### config.mk
export PLATFORM = sky130hd
export DESIGN_NAME = regwrite_arbiter_flat
export DESIGN_NICKNAME = d
export VERILOG_FILES = /design/src/rtl/regwrite_arbiter_if.sv /design/src/rtl/regwrite_arbiter.sv /design/src/flat_wrapper.sv
export SDC_FILE = /design/constraint.sdc
export NUM_CORES = 1
export LEC_CHECK = 0
export ABC_CLOCK_PERIOD_IN_PS = 2500
export BUFFER_PORTS_ARGS = -buffer_cell sky130_fd_sc_hd__buf_2
export CAP_MARGIN = 20
export CORE_UTILIZATION = 50
export CTS_BUF_LIST = sky130_fd_sc_hd__clkbuf_16
export CTS_CLUSTER_SIZE = 20
export DETAILED_ROUTE_END_ITERATION = 7
export GPL_TIMING_DRIVEN = 0
export PLACE_DENSITY_LB_ADDON = 0.2
export SYNTH_ARGS = -nofsm -noshare
export SYNTH_HDL_FRONTEND = slang
export SYNTH_SLANG_ARGS = --single-unit
### constraint.sdc
create_clock -name clk -period 2.5 [get_ports clk]
set_input_delay 0.125 -clock clk [delete_from_list [all_inputs] [get_ports clk]]
set_output_delay 0.125 -clock clk [all_outputs]
set_load 0.03 [all_outputs]
### src/rtl/regwrite_arbiter_if.sv
// Register-file write-port bundle: writeback and multiplier request/ack pairs,
// the registered write port toward register_memory, and the Decode stall status.
interface regwrite_arbiter_if #(
    parameter int WORD     = 64,
    parameter int REG_BITS = 5,
    parameter int CNT_BITS = 16
);
    logic                wb_req;
    logic [REG_BITS-1:0] wb_reg;
    logic [WORD-1:0]     wb_data;
    logic                wb_ack;
    logic                mul_req;
    logic [REG_BITS-1:0] mul_reg;
    logic [WORD-1:0]     mul_data;
    logic                mul_ack;
    logic                reg_write;
    logic [REG_BITS-1:0] write_reg;
    logic [WORD-1:0]     write_data;
    logic                stall;
    logic [CNT_BITS-1:0] stall_cycles;

    modport master (
        output wb_req, wb_reg, wb_data, mul_req, mul_reg, mul_data,
        input  wb_ack, mul_ack, reg_write, write_reg, write_data, stall, stall_cycles
    );

    modport slave (
        input  wb_req, wb_reg, wb_data, mul_req, mul_reg, mul_data,
        output wb_ack, mul_ack, reg_write, write_reg, write_data, stall, stall_cycles
    );
endinterface

### src/rtl/regwrite_arbiter.sv
// Arbitrates the single register-file write port between writeback and the
// multiplier; a colliding multiplier result is parked for one cycle in a hold buffer.
module regwrite_arbiter #(
    parameter int WORD     = 64,
    parameter int REG_BITS = 5,
    parameter int ZERO_REG = 31,
    parameter int CNT_BITS = 16
) (
    input  logic              clk,
    input  logic              reset,
    regwrite_arbiter_if.slave bus
);
    localparam logic [0:0] EMPTY = 1'b0;
    localparam logic [0:0] HOLD  = 1'b1;
    localparam logic [REG_BITS-1:0] ZERO_IDX = REG_BITS'(ZERO_REG);

    logic [0:0]          state_reg, state_next;
    logic [REG_BITS-1:0] hold_reg_reg, hold_reg_next;
    logic [WORD-1:0]     hold_data_reg, hold_data_next;
    logic                reg_write_reg, reg_write_next;
    logic [REG_BITS-1:0] write_reg_reg, write_reg_next;
    logic [WORD-1:0]     write_data_reg, write_data_next;
    logic [CNT_BITS-1:0] stall_cycles_reg;
    logic                wb_grant, mul_grant;
    logic                wb_zero, mul_zero;

    assign wb_zero  = (bus.wb_reg == ZERO_IDX);
    assign mul_zero = (bus.mul_reg == ZERO_IDX);

    always_comb begin
        state_next      = EMPTY;
        hold_reg_next   = hold_reg_reg;
        hold_data_next  = hold_data_reg;
        reg_write_next  = 1'b0;
        write_reg_next  = '0;
        write_data_next = '0;
        wb_grant        = 1'b0;
        mul_grant       = 1'b0;
        if (state_reg == HOLD) begin
            // Drain the parked multiplier result; both requesters wait this cycle.
            reg_write_next  = 1'b1;
            write_reg_next  = hold_reg_reg;
            write_data_next = hold_data_reg;
        end else begin
            wb_grant  = bus.wb_req;
            mul_grant = bus.mul_req;
            if (bus.wb_req && !wb_zero) begin
                reg_write_next  = 1'b1;
                write_reg_next  = bus.wb_reg;
                write_data_next = bus.wb_data;
                // Same-destination mul is older than wb and is simply dropped.
                if (bus.mul_req && !mul_zero && (bus.mul_reg != bus.wb_reg)) begin
                    hold_reg_next  = bus.mul_reg;
                    hold_data_next = bus.mul_data;
                    state_next     = HOLD;
                end
            end else if (bus.mul_req && !mul_zero) begin
                reg_write_next  = 1'b1;
                write_reg_next  = bus.mul_reg;
                write_data_next = bus.mul_data;
            end
        end
    end

    always_ff @(posedge clk or negedge reset) begin
        if (!reset) begin
            state_reg        <= EMPTY;
            hold_reg_reg     <= '0;
            hold_data_reg    <= '0;
            reg_write_reg    <= 1'b0;
            write_reg_reg    <= '0;
            write_data_reg   <= '0;
            stall_cycles_reg <= '0;
        end else begin
            state_reg      <= state_next;
            hold_reg_reg   <= hold_reg_next;
            hold_data_reg  <= hold_data_next;
            reg_write_reg  <= reg_write_next;
            write_reg_reg  <= write_reg_next;
            write_data_reg <= write_data_next;
            if ((state_reg == HOLD) && (stall_cycles_reg != {CNT_BITS{1'b1}})) begin
                stall_cycles_reg <= stall_cycles_reg + 1'b1;
            end
        end
    end

    assign bus.wb_ack       = wb_grant;
    assign bus.mul_ack      = mul_grant;
    assign bus.reg_write    = reg_write_reg;
    assign bus.write_reg    = write_reg_reg;
    assign bus.write_data   = write_data_reg;
    assign bus.stall        = (state_reg == HOLD);
    assign bus.stall_cycles = stall_cycles_reg;
endmodule

### src/flat_wrapper.sv
// flat-port wrapper written by rule: the top's interface ports become plain ports
module regwrite_arbiter_flat 
#(
    parameter int WORD     = 64,
    parameter int REG_BITS = 5,
    parameter int ZERO_REG = 31,
    parameter int CNT_BITS = 16
)
  (clk, reset, bus_wb_req, bus_wb_reg, bus_wb_data, bus_mul_req, bus_mul_reg, bus_mul_data, bus_wb_ack, bus_mul_ack, bus_reg_write, bus_write_reg, bus_write_data, bus_stall, bus_stall_cycles);
  regwrite_arbiter_if #(.WORD(WORD), .REG_BITS(REG_BITS), .CNT_BITS(CNT_BITS)) bus_i ();
  input  logic clk;
  input  logic reset;
  input wire logic [$bits(bus_i.wb_req)-1:0] bus_wb_req;
  input wire logic [$bits(bus_i.wb_reg)-1:0] bus_wb_reg;
  input wire logic [$bits(bus_i.wb_data)-1:0] bus_wb_data;
  input wire logic [$bits(bus_i.mul_req)-1:0] bus_mul_req;
  input wire logic [$bits(bus_i.mul_reg)-1:0] bus_mul_reg;
  input wire logic [$bits(bus_i.mul_data)-1:0] bus_mul_data;
  output wire logic [$bits(bus_i.wb_ack)-1:0] bus_wb_ack;
  output wire logic [$bits(bus_i.mul_ack)-1:0] bus_mul_ack;
  output wire logic [$bits(bus_i.reg_write)-1:0] bus_reg_write;
  output wire logic [$bits(bus_i.write_reg)-1:0] bus_write_reg;
  output wire logic [$bits(bus_i.write_data)-1:0] bus_write_data;
  output wire logic [$bits(bus_i.stall)-1:0] bus_stall;
  output wire logic [$bits(bus_i.stall_cycles)-1:0] bus_stall_cycles;
  assign bus_i.wb_req = bus_wb_req;
  assign bus_i.wb_reg = bus_wb_reg;
  assign bus_i.wb_data = bus_wb_data;
  assign bus_i.mul_req = bus_mul_req;
  assign bus_i.mul_reg = bus_mul_reg;
  assign bus_i.mul_data = bus_mul_data;
  assign bus_wb_ack = bus_i.wb_ack;
  assign bus_mul_ack = bus_i.mul_ack;
  assign bus_reg_write = bus_i.reg_write;
  assign bus_write_reg = bus_i.write_reg;
  assign bus_write_data = bus_i.write_data;
  assign bus_stall = bus_i.stall;
  assign bus_stall_cycles = bus_i.stall_cycles;
  regwrite_arbiter #(.WORD(WORD), .REG_BITS(REG_BITS), .ZERO_REG(ZERO_REG), .CNT_BITS(CNT_BITS)) u_core (.clk(clk), .reset(reset), .bus(bus_i));
endmodule
After elaboration in Yosys (flattened, before gate mapping)

Index checks and enable logic that the tools add are counted.

Output and inout bits: 89
Bits in registers: 156

Equality and inequality tests: 4
Mux-type cells: 14
Reduce and logical (&&, ||, !) cells: 7
Add/subtract/negate cells: 1
Bitwise gates (word level): 1

Operators with widths:

| kind                  | count |
|---|---|
| $mux 64               | 3 |
| $add 16x1->16 const B | 1 |
| $ne 16x16->1 const B  | 1 |
| $mux 5                | 3 |
| $eq 5x5->1 const B    | 2 |
| $mux 1                | 8 |
| $ne 5x5->1            | 1 |
| $logic_and 1x1->1     | 4 |
| $reduce_and 3->1      | 1 |
| $logic_not 1->1       | 2 |
| $not 1->1             | 1 |

Longest topological paths before layout

Gate-level depths: netlist of run 1.

Depth in word-level cells: 7
Depth in mapped cells: 9
Mapped depth without buffers: 6

Worst setup path before layout of run 1

OpenSTA, ideal clock, no wires.

Kind: register to register
Start point: reg u_core.state_reg (netlist: u_core.bus.stall)
End point: reg u_core.hold_data_reg[0]
Stages on the path, launching flop included: 6
Data required time: 2,375 ps
Arrival: 1,969 ps
Slack: 406 ps
Buffers on the path: 2
Cell sequence: dfrtp_1 clkbuf_1 nor2b_1 nand4_1 buf_2 mux2_2

Longest elaborated chain between the ends: 2

RTL lines:

| what                       | RTL line               | source |
|---|---|---|
| start: declaration         | regwrite_arbiter.sv:17 | `logic [0:0] state_reg, state_next;` |
| start signal: assignment   | regwrite_arbiter.sv:75 | `state_reg <= state_next;` |
| $not 1->1 (no line)        | -                      |  |
| $reduce_and 3->1 (no line) | -                      |  |
| end signal: assignment     | regwrite_arbiter.sv:77 | `hold_data_reg <= hold_data_next;` |
| end: declaration           | regwrite_arbiter.sv:19 | `logic [WORD-1:0] hold_data_reg, hold_data_next;` |

Every way passes these cells.
A chain may end at the register's enable or synchronous reset.

Worst setup path after layout of run 1

Start point: reg u_core.state_reg (netlist: u_core.bus.stall)
End point: reg u_core.write_data_reg[24] (netlist: u_core.bus.write_data[24])

Longest elaborated chain between the ends: 1

RTL lines:

| what                           | RTL line               | source |
|---|---|---|
| $mux 64                        | regwrite_arbiter.sv:39 | `if (state_reg == HOLD) begin` |
| via u_core.write_data_next[24] | regwrite_arbiter.sv:22 | `logic [WORD-1:0] write_data_reg, write_data_next;` |
| end signal: assignment         | regwrite_arbiter.sv:80 | `write_data_reg <= write_data_next;` |
| end: declaration               | regwrite_arbiter.sv:22 |  |

The timed path passes the listed nets, and every way through them passes these cells.

==> results of run 1 <==
-- area by class of cell --
class | count | share of cell area, %
Tap cell | 172 | 2.28
Antenna cell | 3 | 0.0796
Timing Repair Buffer | 332 | 23.3
Clock buffer | 17 | 4.51
Inverter | 72 | 2.86
Sequential cell | 156 | 41.4
Clock inverter | 10 | 0.451
Buffer | 40 | 1.96
Multi-Input combinational cell | 277 | 23.2
-- layout by cell type (no fill, tap or decap), types with 3 or more instances in the layout --
cell,Yosys,final
buf_2,13,242
dfrtp_1,156,156
dlygate4sd3_1,0,101
inv_1,72,76
a21oi_1,71,71
a221oi_1,69,69
mux2_2,69,69
clkbuf_1,23,23
clkbuf_16,0,17
xnor2_1,12,12
nand3_1,10,10
nand2_1,9,9
nand4_1,8,8
xor2_1,6,6
clkinv_2,0,4
diode_2,0,3
and3_1,3,3
buf_4,3,3
nor2_1,3,3
-- worst max-delay path, cell delays in order (launching register included) --
cell	delay (ns)
dfrtp_1	0.35
clkbuf_1	0.36
clkbuf_1	0.56
clkbuf_1	0.49
a221oi_1	0.12
a21oi_1	0.18
-- metrics by stage --
stage,area (µm²),power [mW]
2_1_floorplan,6550,4.15
3_3_place_gp,7920,4.63
3_5_place_dp,7950,4.70
4_1_cts,9430,6.95
5_1_grt,9430,7.25
6_report,9440,6.93
-- worst paths after layout --
path	start	to	slack, ns	cells after the start
max	u_core.bus.stall	u_core.bus.write_data[24]	0.36	5
min	bus_wb_data[63]	u_core.bus.write_data[63]	0.02	3
max in group asynchronous	reset	u_core.hold_data_reg[37]	1.38	3
min reg2reg	u_core.hold_data_reg[39]	u_core.hold_data_reg[39]	0.50	1
min in group asynchronous	reset	u_core.bus.stall_cycles[12]	0.29	2
max reg2reg	u_core.bus.stall	u_core.bus.write_data[24]	0.36	5
-- routing by layer --
layer	routed length [µm]	global-route usage (%)
met4	591	15.3
met2	9140	46.6
met3	1370	7.63
met1	7320	32.8
met5	13	0
-- power groups by stage --
stage | clock (mW) | sequential [mW] | combinational, mW
floorplan | 0 | 3.52 | 0.627
global placement | 0 | 3.16 | 1.47
detailed placement | 0 | 3.18 | 1.51
CTS | 2.17 | 3.14 | 1.64
global route | 2.26 | 3.20 | 1.79
finish | 2.13 | 3.15 | 1.65
-- logic make-up after synthesis --
family | synth area share, %
AO/OA/AOI/OAI | 15.0
XOR/XNOR | 2.41
adder cells (fa/ha/maj) | 0.191
buffers and inverters | 6.95
flip-flops | 59.6
multiplexers | 12.0
AND/OR/NAND/NOR | 3.82
==> flow_summary.toml, run 1 <==
[logic_synthesis]
syn_nets = 688
syn_area_mm2 = 0.00655
async_flop_share_pct = 100
seq_area_frac_synth_pct = 59.6
synthFlopType = "dfrtp_1"
yosysMostFrequentCell = "dfrtp_1"
synthTopCellsByCount = "156 x dfrtp_1, 72 x inv_1, 71 x a21oi_1"
ys_top_cells_by_area = "dfrtp_1 60%, mux2_2 12%, a221oi_1 9.2%"
synthCells = 545
ys_warn_count = 0
ys_seq_elements = 156
ys_types = 29
synth-edff-count = 0
synth_largest_area_cell = "dfrtp_1"
avgSynthCellArea_um2 = 12.0
synth_top_area_share_pct = 59.6

[cells_and_area]
finish.utilization_pct = 74.5
fin_nets = 1039
drive_gt1_share_pct = 37.6
regArea_mm2 = 0.00390
fillCellCount = 893
fin_cells = 1079
multiInputGateArea_mm2 = 0.00219
area_delta_synth_final_pct = 44.1

[power]
p_sw_mw = 2.08
swShare_pct = 30.1
peakVddDrop_mv = 0.532
power_leakage_nw = 4.69
power.density_mw_per_mm2 = 735
seq_power_share_pct = 45.5
comb_power_share_pct = 23.9
clkPwrFrac_pct = 30.7
p_int_mw = 4.85

[timing]
holdWs_ns = 0.0207
tns_ns = 0
fin_skew_ns = 0.00767
slew_headroom_pct = 54.1
maxSlewViolCount = 0
finalHoldViolCount = 0
fin_ws_ns = 0.360
worstMarginPinSlew_ns = 0.689
finalCritPeriodShare_pct = 85.6
min_period_ns = 2.14
fmax_mhz = 467
rsz0062_at_grt = "no"
finalSetupViolCount = 0

[routing]
drc = 0
vias_per_cell = 5.40
drt_iter0_markers = 411
drtPass1Iterations = 5
num_vias = 5831
avgRoutedWirePerCell_um = 17.1
wl_um = 18400
drtAntennaViolNets = 0

[cts]
cts_sinks = 156
postCtsHoldBufs = 101
cts_setup_buffers = 0
cts_tree = "yes"
cts_max_level = 4
path_clk_slew_ns = 0.06
cts_resized = 0
cts_inserted_buffers = 17
clockBufferDepth = 2
clk_latency_ns = 0.41
cts-root-buf = "clkbuf_16"

[job]
drv_cap = 0

[placement]
place_congestion = 0.784
dp.cells = 948
pre_cts_ws_ns = 0.440
port_buffers = 230
place_hpwl_um = 11700

[floorplanning]
dieWidth_um = 116
io_pins = 231
die_h_um = 116
num_rows = 41
dieArea_mm2 = 0.0136
coreArea_mm2 = 0.0127
start_util_pct = 51.7

[global_routing]
grt_pass1_wl_um = 28300
grt_use_total_pct = 27.9
grt_pass1_vias = 5969
antenna_found_initial = 5
grt_max_degree = 84
grt-ovfl-total = 0

[setup_path]
cp-end-kind = "flip-flop"
worst_ep_required_time_ns = 2.83
arrival_ns = 2.47
critPathKind = "flip-flop to flip-flop"
critPathMaxFanout = 10
start_kind = "flip-flop"

[worst_hold_path]
hp-class = "input port to flip-flop"

[status]
status = "finished, final reports clean"
(Power assumes the default switching activity.)
==> run 2: changes to the inputs <==
--- a/config.mk
+++ b/config.mk
@@ -13,6 +13,8 @@
 export CTS_CLUSTER_SIZE = 20
 export DETAILED_ROUTE_END_ITERATION = 7
 export GPL_TIMING_DRIVEN = 0
+export HOLD_SLACK_MARGIN = 0.08
+export MAX_ROUTING_LAYER = met4
 export PLACE_DENSITY_LB_ADDON = 0.2
 export SYNTH_ARGS = -nofsm -noshare
 export SYNTH_HDL_FRONTEND = slang
==> constraint.sdc (replaced) <==
create_clock -name clk -period 2.5 [get_ports clk]
set_input_delay 0.25 -clock clk [delete_from_list [all_inputs] [get_ports clk]]
set_output_delay 0.25 -clock clk [all_outputs]
set_load 0.03 [all_outputs]
==> flow_summary.toml, run 2 (synthesis gave the netlist of run 1 again) <==
[status]
status = "finished, final reports clean"

[floorplanning]
dieArea_mm2 = 0.0136
io_pins = 231
dieWidth_um = 116
die_h_um = 116
num_rows = 41
start_util_pct = 51.7
coreArea_mm2 = 0.0127

[routing]
num_vias = 5401
drtPass1Iterations = 4
avgRoutedWirePerCell_um = 16.5
drt_iter0_markers = 233
drtAntennaViolNets = 0
vias_per_cell = 5.30
drc = 0
wl_um = 16800

[cts]
cts_sinks = 156
postCtsHoldBufs = 39
cts_max_level = 4
cts-root-buf = "clkbuf_16"
path_clk_slew_ns = 0.06
cts_inserted_buffers = 17
clockBufferDepth = 2
cts_resized = 0
cts_tree = "yes"
cts_setup_buffers = 0
clk_latency_ns = 0.41

[cells_and_area]
fin_nets = 977
finish.utilization_pct = 69.6
fillCellCount = 979
drive_gt1_share_pct = 40.4
area_delta_synth_final_pct = 34.7
mostFrequentLayoutCells = "242 x buf_2, 156 x dfrtp_1, 76 x inv_1"
final_common_cell = "buf_2"
fin_cells = 1019

[placement]
place_congestion = 0.795
place_hpwl_um = 11700
dp.cells = 948
port_buffers = 230

[timing]
slew_headroom_pct = 52.9
finalCritPeriodShare_pct = 83.9
min_period_ns = 2.10
worstMarginPinSlew_ns = 0.707
rsz0062_at_grt = "no"
fin_skew_ns = 0.00553
holdWs_ns = 0.0920
finalHoldViolCount = 0
fmax_mhz = 477
tns_ns = 0
finalSetupViolCount = 0
maxSlewViolCount = 0

[power]
peakVddDrop_mv = 0.521
power_leakage_nw = 4.43
power.density_mw_per_mm2 = 774

[setup_path]
critPathKind = "flip-flop to flip-flop"
arrival_ns = 2.43
path_buf_inv = 3
worst_path_dominant_cell_family = "buffers and inverters"
worst_ep_required_time_ns = 2.83
cpMaxStageDelayCell = "clkbuf_1"
cp-end-kind = "flip-flop"
crit_chain = "clkbuf_1, clkbuf_1, clkbuf_1, a221oi_1, a21oi_1"
start_kind = "flip-flop"
crit_path_frequent_cell = "clkbuf_1"
critPathMaxFanout = 10
crit_path_max_incr_delay_ns = 0.53

[job]
drv_cap = 0

[global_routing]
grt_pass1_wl_um = 26000
grt-ovfl-total = 0
grt_pass1_vias = 5389
antenna_found_initial = 5
grt_use_total_pct = 26.4
grt_max_degree = 84

[worst_hold_path]
hp-class = "input port to flip-flop"
run 2: cell count changes in the layout (fill, tap and decap cells not counted), sizes merged:
cell,change
diode,+2
dlygate4sd3,-62
run 2: path summary, 6_finish.rpt:
| path | startpoint | end | slack [ns] | cells after the start |
|---|---|---|---|---|
| setup / recovery | u_core.bus.stall | u_core.bus.write_data[51] | 0.40 | 5 |
| hold / removal | bus_mul_data[23] | u_core.hold_data_reg[23] | 0.09 | 2 |
| setup reg to reg | u_core.bus.stall | u_core.bus.write_data[51] | 0.40 | 5 |
| hold reg to reg | u_core.hold_data_reg[11] | u_core.hold_data_reg[11] | 0.50 | 1 |
| max in group asynchronous | reset | u_core.bus.write_data[34] | 1.27 | 3 |
| min in group asynchronous | reset | u_core.bus.stall_cycles[12] | 0.40 | 2 |
run 2: final cells by class:
| type | count | area, µm² | area share [%] |
|---|---|---|---|
| tap | 172 | 215 | 2.44 |
| antenna | 5 | 12.5 | 0.142 |
| inverter | 72 | 270 | 3.06 |
| timing repair buffer | 270 | 1580 | 17.9 |
| multi-input combinational | 277 | 2190 | 24.8 |
| clock inverter | 10 | 42.5 | 0.482 |
| sequential | 156 | 3900 | 44.3 |
| buffer | 40 | 185 | 2.10 |
| clock buffer | 17 | 425 | 4.82 |
run 2: power breakdown:
| group | switching [mW] | internal (mW) |
|---|---|---|
| clock network | 0.910 | 1.21 |
| registers | 0.203 | 2.94 |
| logic | 0.927 | 0.635 |
run 2: through the flow:
stage / worst slack, ns / total power, mW / area, µm²
floorplan: 0.406 / 4.15 / 6550
global placement: -1.02 / 4.63 / 7920
detailed placement: 0.420 / 4.70 / 7950
CTS: 0.402 / 6.88 / 8810
global route: 0.294 / 7.16 / 8820
finish: 0.403 / 6.82 / 8820
run 2: per-layer routing:
layer | wire, µm | GRT usage (%) | vias up
met5 | 0 | - | -
met1 | 7130 | 32.6 | 2629
met4 | 335 | 10.7 | 0
li1 | - | - | 2530
met3 | 1100 | 6.33 | 30
met2 | 8260 | 42.0 | 212
